$ cat config.mk
export PLATFORM = sky130hd
export DESIGN_NAME = ti_share_split
export DESIGN_NICKNAME = d
export VERILOG_FILES = /design/src/rtl/ti_share_split.sv
export SDC_FILE = /design/constraint.sdc
export NUM_CORES = 1
export LEC_CHECK = 0
export ABC_CLOCK_PERIOD_IN_PS = 2020
export CORE_ASPECT_RATIO = 0.7
export CORE_MARGIN = 8
export CORE_UTILIZATION = 49
export CTS_CLUSTER_DIAMETER = 100
export DETAILED_ROUTE_END_ITERATION = 6
export HOLD_SLACK_MARGIN = 0.03
export PLACE_DENSITY = 0.92
export SYNTH_ARGS = -nofsm -noshare
export SYNTH_HDL_FRONTEND = slang
export SYNTH_SLANG_ARGS = --single-unit
$ cat constraint.sdc
create_clock -name clk -period 2.02 [get_ports clk]
set_input_delay 0.404 -clock clk [delete_from_list [all_inputs] [get_ports clk]]
set_output_delay 0.404 -clock clk [all_outputs]
set_load 0.02 [all_outputs]
$ cat src/rtl/ti_share_split.sv
// ti_share_split: input-side sharing stage for a 3-share TI 4-bit S-box.
// Splits each accepted nibble into Boolean shares s1, s2, s3 using masks taken
// from a 16-bit Fibonacci LFSR. The shares are registered and presented as
// three non-complete share-pair buses. After every accept or reseed the LFSR
// refreshes for REFRESH_STEPS cycles before the next nibble can be taken.
// Optional build macro TI_MASK_OFF_EN forces both masks to zero. It is for
// debug only: the shares then expose the plain nibble.
module ti_share_split #(
   parameter logic [15:0] SEED          = 16'hACE1,
   parameter int unsigned REFRESH_STEPS = 8
) (
   input  logic        clk,
   input  logic        rst,
   input  logic        in_valid,
   output logic        in_ready,
   input  logic [3:0]  in_data,
   input  logic        reseed,
   input  logic [15:0] seed,
   output logic        out_valid,
   input  logic        out_ready,
   output logic [7:0]  out_f1,
   output logic [7:0]  out_f2,
   output logic [7:0]  out_f3,
   output logic        busy
);

   typedef enum logic {RDY, REFRESH} state_t;

   localparam logic [3:0] LAST = 4'(REFRESH_STEPS - 1);

   state_t      state, state_nxt;
   logic [3:0]  cnt, cnt_nxt;
   logic [15:0] lfsr, lfsr_nxt;
   logic        fb;
   logic [3:0]  m1, m2;
   logic [3:0]  s1, s2, s3;
   logic        ovalid;
   logic        accept;

   // Mask selection from the current LFSR value, plus the LFSR feedback bit
   always_comb begin
      fb = lfsr[15] ^ lfsr[13] ^ lfsr[12] ^ lfsr[10];
`ifdef TI_MASK_OFF_EN
      m1 = '0;
      m2 = '0;
`else
      m1 = lfsr[3:0];
      m2 = lfsr[7:4];
`endif
   end

   // Input handshake: only in RDY, never during reset or reseed, and only
   // when the output register is empty or is being drained this cycle
   always_comb begin
      in_ready = (state == RDY) & ~rst & ~reseed & (~ovalid | out_ready);
      accept   = in_valid & in_ready;
   end

   // Next-state logic. Reseed overrides the normal FSM flow.
   always_comb begin
      state_nxt = state;
      cnt_nxt   = cnt;
      lfsr_nxt  = lfsr;
      if (reseed) begin
         lfsr_nxt  = (seed == '0) ? SEED : seed;
         state_nxt = REFRESH;
         cnt_nxt   = '0;
      end else begin
         unique case (state)
            RDY: begin
               if (accept) begin
                  state_nxt = REFRESH;
                  cnt_nxt   = '0;
               end
            end
            REFRESH: begin
               lfsr_nxt = {lfsr[14:0], fb};
               cnt_nxt  = cnt + 4'd1;
               if (cnt == LAST) begin
                  state_nxt = RDY;
                  cnt_nxt   = '0;
               end
            end
            default: begin
               state_nxt = RDY;
               cnt_nxt   = '0;
            end
         endcase
      end
   end

   // State, refresh counter and LFSR registers
   always_ff @(posedge clk or posedge rst) begin
      if (rst) begin
         state <= RDY;
         cnt   <= '0;
         lfsr  <= SEED;
      end else begin
         state <= state_nxt;
         cnt   <= cnt_nxt;
         lfsr  <= lfsr_nxt;
      end
   end

   // Share output register. An accept in the same cycle as a drain replaces
   // the sharing, so out_valid stays high.
   always_ff @(posedge clk or posedge rst) begin
      if (rst) begin
         ovalid <= 1'b0;
         s1     <= '0;
         s2     <= '0;
         s3     <= '0;
      end else if (accept) begin
         ovalid <= 1'b1;
         s1     <= m1;
         s2     <= m2;
         s3     <= in_data ^ m1 ^ m2;
      end else if (ovalid && out_ready) begin
         ovalid <= 1'b0;
      end
   end

   // Non-complete share-pair buses and status outputs
   always_comb begin
      out_valid = ovalid;
      out_f1    = {s2, s3};
      out_f2    = {s1, s3};
      out_f3    = {s1, s2};
      busy      = (state == REFRESH);
   end

endmodule
Word level (Yosys, flattened, before mapping)
Cells that the tools add are included.
- add/subtract/negate cells: 1
- eq/ne operators: 2
- muxes and demuxes: 13
- bitwise logic cells: 14
- reductions and logical operators: 4
- operators with widths (operator ; count):
    $mux W16 ; 3
    $logic_not A16 Y1 ; 1
    $mux W4 ; 3
    $pmux W4 S2 ; 1
    $xor A4 B4 Y4 ; 2
    $mux W1 ; 5
    $add A4 B1 Y4 const B ; 1
    $and A1 B1 Y1 ; 4
    $eq A4 B3 Y1 const B ; 1
    $not A1 Y1 ; 4
    $reduce_bool A2 Y1 ; 2
    $ne A3 B3 Y1 const B ; 1
    $xor A1 B1 Y1 ; 3
    $pmux W1 S2 ; 1
    $logic_and A1 B1 Y1 ; 1
    $or A1 B1 Y1 ; 1
- bits in registers: 34
- output and inout bits: 27

Depth between registers and ports, before layout
- word-level depth: 8
- depth in mapped cells: 5
- depth with buffers taken out: 5

Worst setup path before layout
Ideal clock, no wire load.
- path type: reg2reg
- from: reg state, in the netlist busy
- to: reg s1[0]
- setup time: 125 ps
- arrival: 1238 ps
- setup slack: 657 ps
- stages on the path, launching flop included: 5
- buffers on the path: 1
- cells stage by stage: dfrtp_1 > nor3_2 > nand3_2 > buf_6 > mux2_4
- cells in the longest elaborated chain, start to end: 5
- ends and longest elaborated chain (element ; line ; RTL):
    start: declaration ; 31 ; state_t state, state_nxt;
    start signal: assignment ; 99 ; state <= state_nxt;
    $not A1 Y1 ; - ;
    $and A1 B1 Y1 (3 in series) ; 55 ; in_ready = (state == RDY) & ~rst & ~reseed & (~ovalid | out_ready);
    $and A1 B1 Y1 ; 56 ; accept = in_valid & in_ready;
    end signal: assignment ; 115 ; s1 <= m1;
    end: declaration ; 36 ; logic [3:0] s1, s2, s3;
No other way between the ends.
A chain may end at the register's enable or synchronous reset.

Worst setup path after layout
- from: in reseed
- to: out in_ready
- cells in the longest elaborated chain, start to end: 3
- ends and longest elaborated chain (element ; line ; RTL):
    start: declaration ; 17 ; input logic reseed,
    $not A1 Y1 ; 55 ;
    $and A1 B1 Y1 (2 in series) ; 55 ;
    end: declaration ; 15 ; output logic in_ready,
No other way between the ends.

==> results.txt <==
----------------------------------------------------
[Power and ir drop]
  Psw ... 0.0004380 W
  Cell internal pwr ... 0.001289 W
  Clock share of power ... 0.334
  Sw Share ... 0.2536
  Power density normalized to cell area ... 734.5 nW/um^2
  Power share of the sequential group ... 0.468
  Worst voltage drop across the vdd grid ... 0.4278 mV
  Combinational group share of total power ... 0.198
  Leak pwr ... 1.048 nW

[Synthesis]
  Total of flip-flops plus latches after synthesis ... 34
  Netlist area before placement ... 1747 um^2
  Synthesized area per cell ... 11.42 um^2
  Sequential cell area fraction in the yosys report ... 0.4928
  Number of synthesized flops with an enable pin ... 0
  Number of warnings reported in the yosys synthesis log ... 0
  Library cells used by synthesis ... 30
  Post-synthesis net count ... 179
  Most common flop cell mapped by yosys ... dfrtp_1
  Async SR Flop Fraction ... 1.000
  Synthesized instance count ... 153

[Drt]
  Via count of the routed design ... 1,244
  Via count normalized by instance count ... 5.016
  Average routed wire per standard cell ... 14.83 um
  DRC violation total after the first TritonRoute iteration ... 65
  Remaining design rule violation count ... 0
  Number of search-and-repair iterations in the first detailed-routing pass ... 4
  Count of nets left with antenna violations after detail routing ... 0
  Routed Wire Length ... 3677 um

[GRT]
  Global-route wire length before repair ... 5982 um
  Overflow left after global routing ... 0
  Antenna violations before repair ... 0
  Via count of the first global-routing pass ... 1,236
  Global-route usage over all layers ... 0.1359
  Pin count of the biggest net entering global routing ... 35

[STA]
  Final number of hold-violating endpoints ... 0
  Fin crit share ... 0.9733
  Final Skew ... 0.003924 ns
  Time the worst path needs with I/O delays and setup ... 1.966 ns
  Worst slew margin ... 0.7256
  Max Clock Freq ... 508.6 MHz
  Sum Neg Setup Slack ... 0 ns
  Slew @ Worst Pin ... 0.4117 ns
  Final number of setup-violating endpoints ... 0
  Slew Viols, Final ... 0

[Setup path]
  Type of element launching the critical path ... input port
  Crit-path max FO ... 2
  Startpoint of the worst-slack reg-to-reg timing path ... busy
  Critical path arrival ... 1.56 ns
  Timing startpoint of the critical path ... reseed
  Classification of the worst setup path ... input port to output port
  Required time of the worst setup path ... 1.62 ns
  Type of element capturing the critical path ... output port

[Worst hold path]
  Hold_sp ... cnt[0]
  Hold WC Path Type ... register to register

[Clock tree]
  Clock slew at the register clock pins of the worst setup and hold paths ... 0.06 ns
  Max Root-Sink Buffers ... 2
  # clock sinks ... 34
  Clock root buffer master ... clkbuf_8
  Number of hold buffers added after CTS ... 0
  Depth of the CTS H-tree ... 2
  Clock buffers created by TritonCTS ... 5
  TritonCTS clock tree ... done
  Later-pin clock latency in the skew report ... 0.29 ns

[Die]
  X dimension of the die ... 87.36 um
  Io pins ... 52
  Starting Density ... 0.5036
  Die Footprint ... 5761 um^2
  Placeable core region ... 3468 um^2
  # rows ... 18
  Die height ... 65.95 um

[Final layout]
  Diode insertion count for antenna repair ... 0
  Area grow syn2layout ... 34.60%
  Fraction of layout cells with a size suffix above 1 ... 0.1515
  Final nets ... 223
  Count of placed standard cells in the final layout, fillers left out ... 248
  Fill cell instance count of the final layout ... 288

[Placed design]
  Routability-driven placement congestion ratio ... 0.8049
  Number of placed instances, taps included ... 240
  Post-detailed-placement half-perimeter wirelength ... 2738 um
  PortBufs ... 51

[Run status]
  Status ... complete, no violations

[Run]
  Max-capacitance violation count ... 0

----------------------------------------------------
## per-stage QoR
step	util	instance area, um^2	power [W]	setup slack [ns]	hold slack, ns
floorplan	-	1747	0.001024	0.6565	0.4806
CTS	0.6757	2344	0.001747	0.02908	0.5172
detailed placement	0.6447	2236	0.001165	-0.2444	0.5087
global placement	0.6447	2236	0.001152	-0.2405	0.4921
finish	0.6779	2351	0.001727	0.05386	0.5184
global route	0.6779	2351	0.001820	-0.004640	0.5435
## routing by layer
metal / GRT usage / wire length, um / vias to the layer above
li1: - / - / 612
met2: 0.2024 / 1593 / 52
met3: 0.04839 / 336 / 8
met5: 0 / 0 / -
met1: 0.1675 / 1671 / 572
met4: 0.07676 / 74 / 0
## worst paths after layout
path	endpoint	slack [ns]	depth (start not counted)
max	in_ready	0.05	4
min	cnt[0]	0.52	1
min reg2reg	cnt[0]	0.52	1
max reg2reg	cnt[3]	0.53	5
max in group asynchronous	lfsr[13]	1.08	3
min in group asynchronous	lfsr[3]	0.61	3
## cell type report
type / instances / area (um^2) / area share
sequential: 34 / 860.8 / 0.3662
multi-input combinational: 98 / 750.7 / 0.3193
timing repair buffer: 56 / 559.3 / 0.2379
clock buffer: 8 / 110.1 / 0.04683
tap: 50 / 62.56 / 0.02661
inverter: 2 / 7.507 / 0.003193
## cells in the mapped netlist, types with 4 or more instances
cell type   n  area share
buf_4      12       0.052
dfrtp_1    26        0.37
dfstp_2     8        0.12
mux2_1      8       0.052
mux2_4      7       0.060
mux2i_1     8       0.046
nand2_1    18       0.039
nor4_1      5       0.018
o21ai_1    12       0.034
o22a_1      8       0.040
xnor2_1     8       0.040
xor2_1      4       0.020
## cell usage in the layout, fill, tap and decap left out
cell type,netlist,routed
buf_12,0,1
nor4_1,5,5
xnor2_1,8,8
o21ai_1,12,12
inv_1,2,2
mux2i_1,8,8
a21o_1,1,1
dfstp_2,8,8
nand2b_1,2,2
nand2_1,18,18
dfrtp_1,26,26
nor2_1,2,2
a31oi_1,1,1
mux2_4,7,7
buf_4,12,4
a21oi_1,3,3
clkdlybuf4s50_1,0,49
nor3_4,0,1
xor2_1,4,4
o32ai_1,1,1
nand4_1,1,1
o41ai_1,1,1
clkbuf_8,0,8
o22a_1,8,8
clkdlybuf4s15_1,0,1
ha_1,1,1
and2_1,1,1
nand4b_1,1,1
mux2_1,8,8
nand3_1,3,3
dlygate4sd2_1,0,1
nand3_2,1,1
## flip-flops by register name, indices dropped and copies added (netlist names)
name and count:
lfsr 16, busy 1, s2 4, s3 4, s1 4, cnt 4
out_valid 1
## worst max-delay path: stages
cell,delay (ns)
clkdlybuf4s50_1,0.47
nor3_4,0.24
and2_1,0.15
clkdlybuf4s15_1,0.30
## power by group through the flow
stage	sequential, W	clock (W)	combinational (W)
6_report	0.000808	0.000576	0.000343
5_1_grt	0.000816	0.000634	0.000371
4_1_cts	0.000809	0.000592	0.000346
3_5_place_dp	0.000820	0	0.000344
3_3_place_gp	0.000816	0	0.000336
2_1_floorplan	0.000827	0	0.000197
## logic make-up (layout without fill, tap and decap cells)
kind of cell	Yosys count	count (layout)	share of synthesized area
flip-flops	34	34	0.4928
AND/OR/NAND/NOR	35	35	0.1003
multiplexers	23	23	0.1576
XOR/XNOR	12	12	0.06017
AO/OA/AOI/OAI	27	27	0.1010
adder cells (fa/ha/maj)	1	1	0.007162
buffers and inverters	21	66	0.08095
## what timing repair did
action                     in CTS  in global routing
gates cloned                    0                  0
buffers inserted                0                  0
setup endpoints to repair       2                  1
resized for setup               2                  2
No activity file was read; power rests on OpenSTA's default activity.
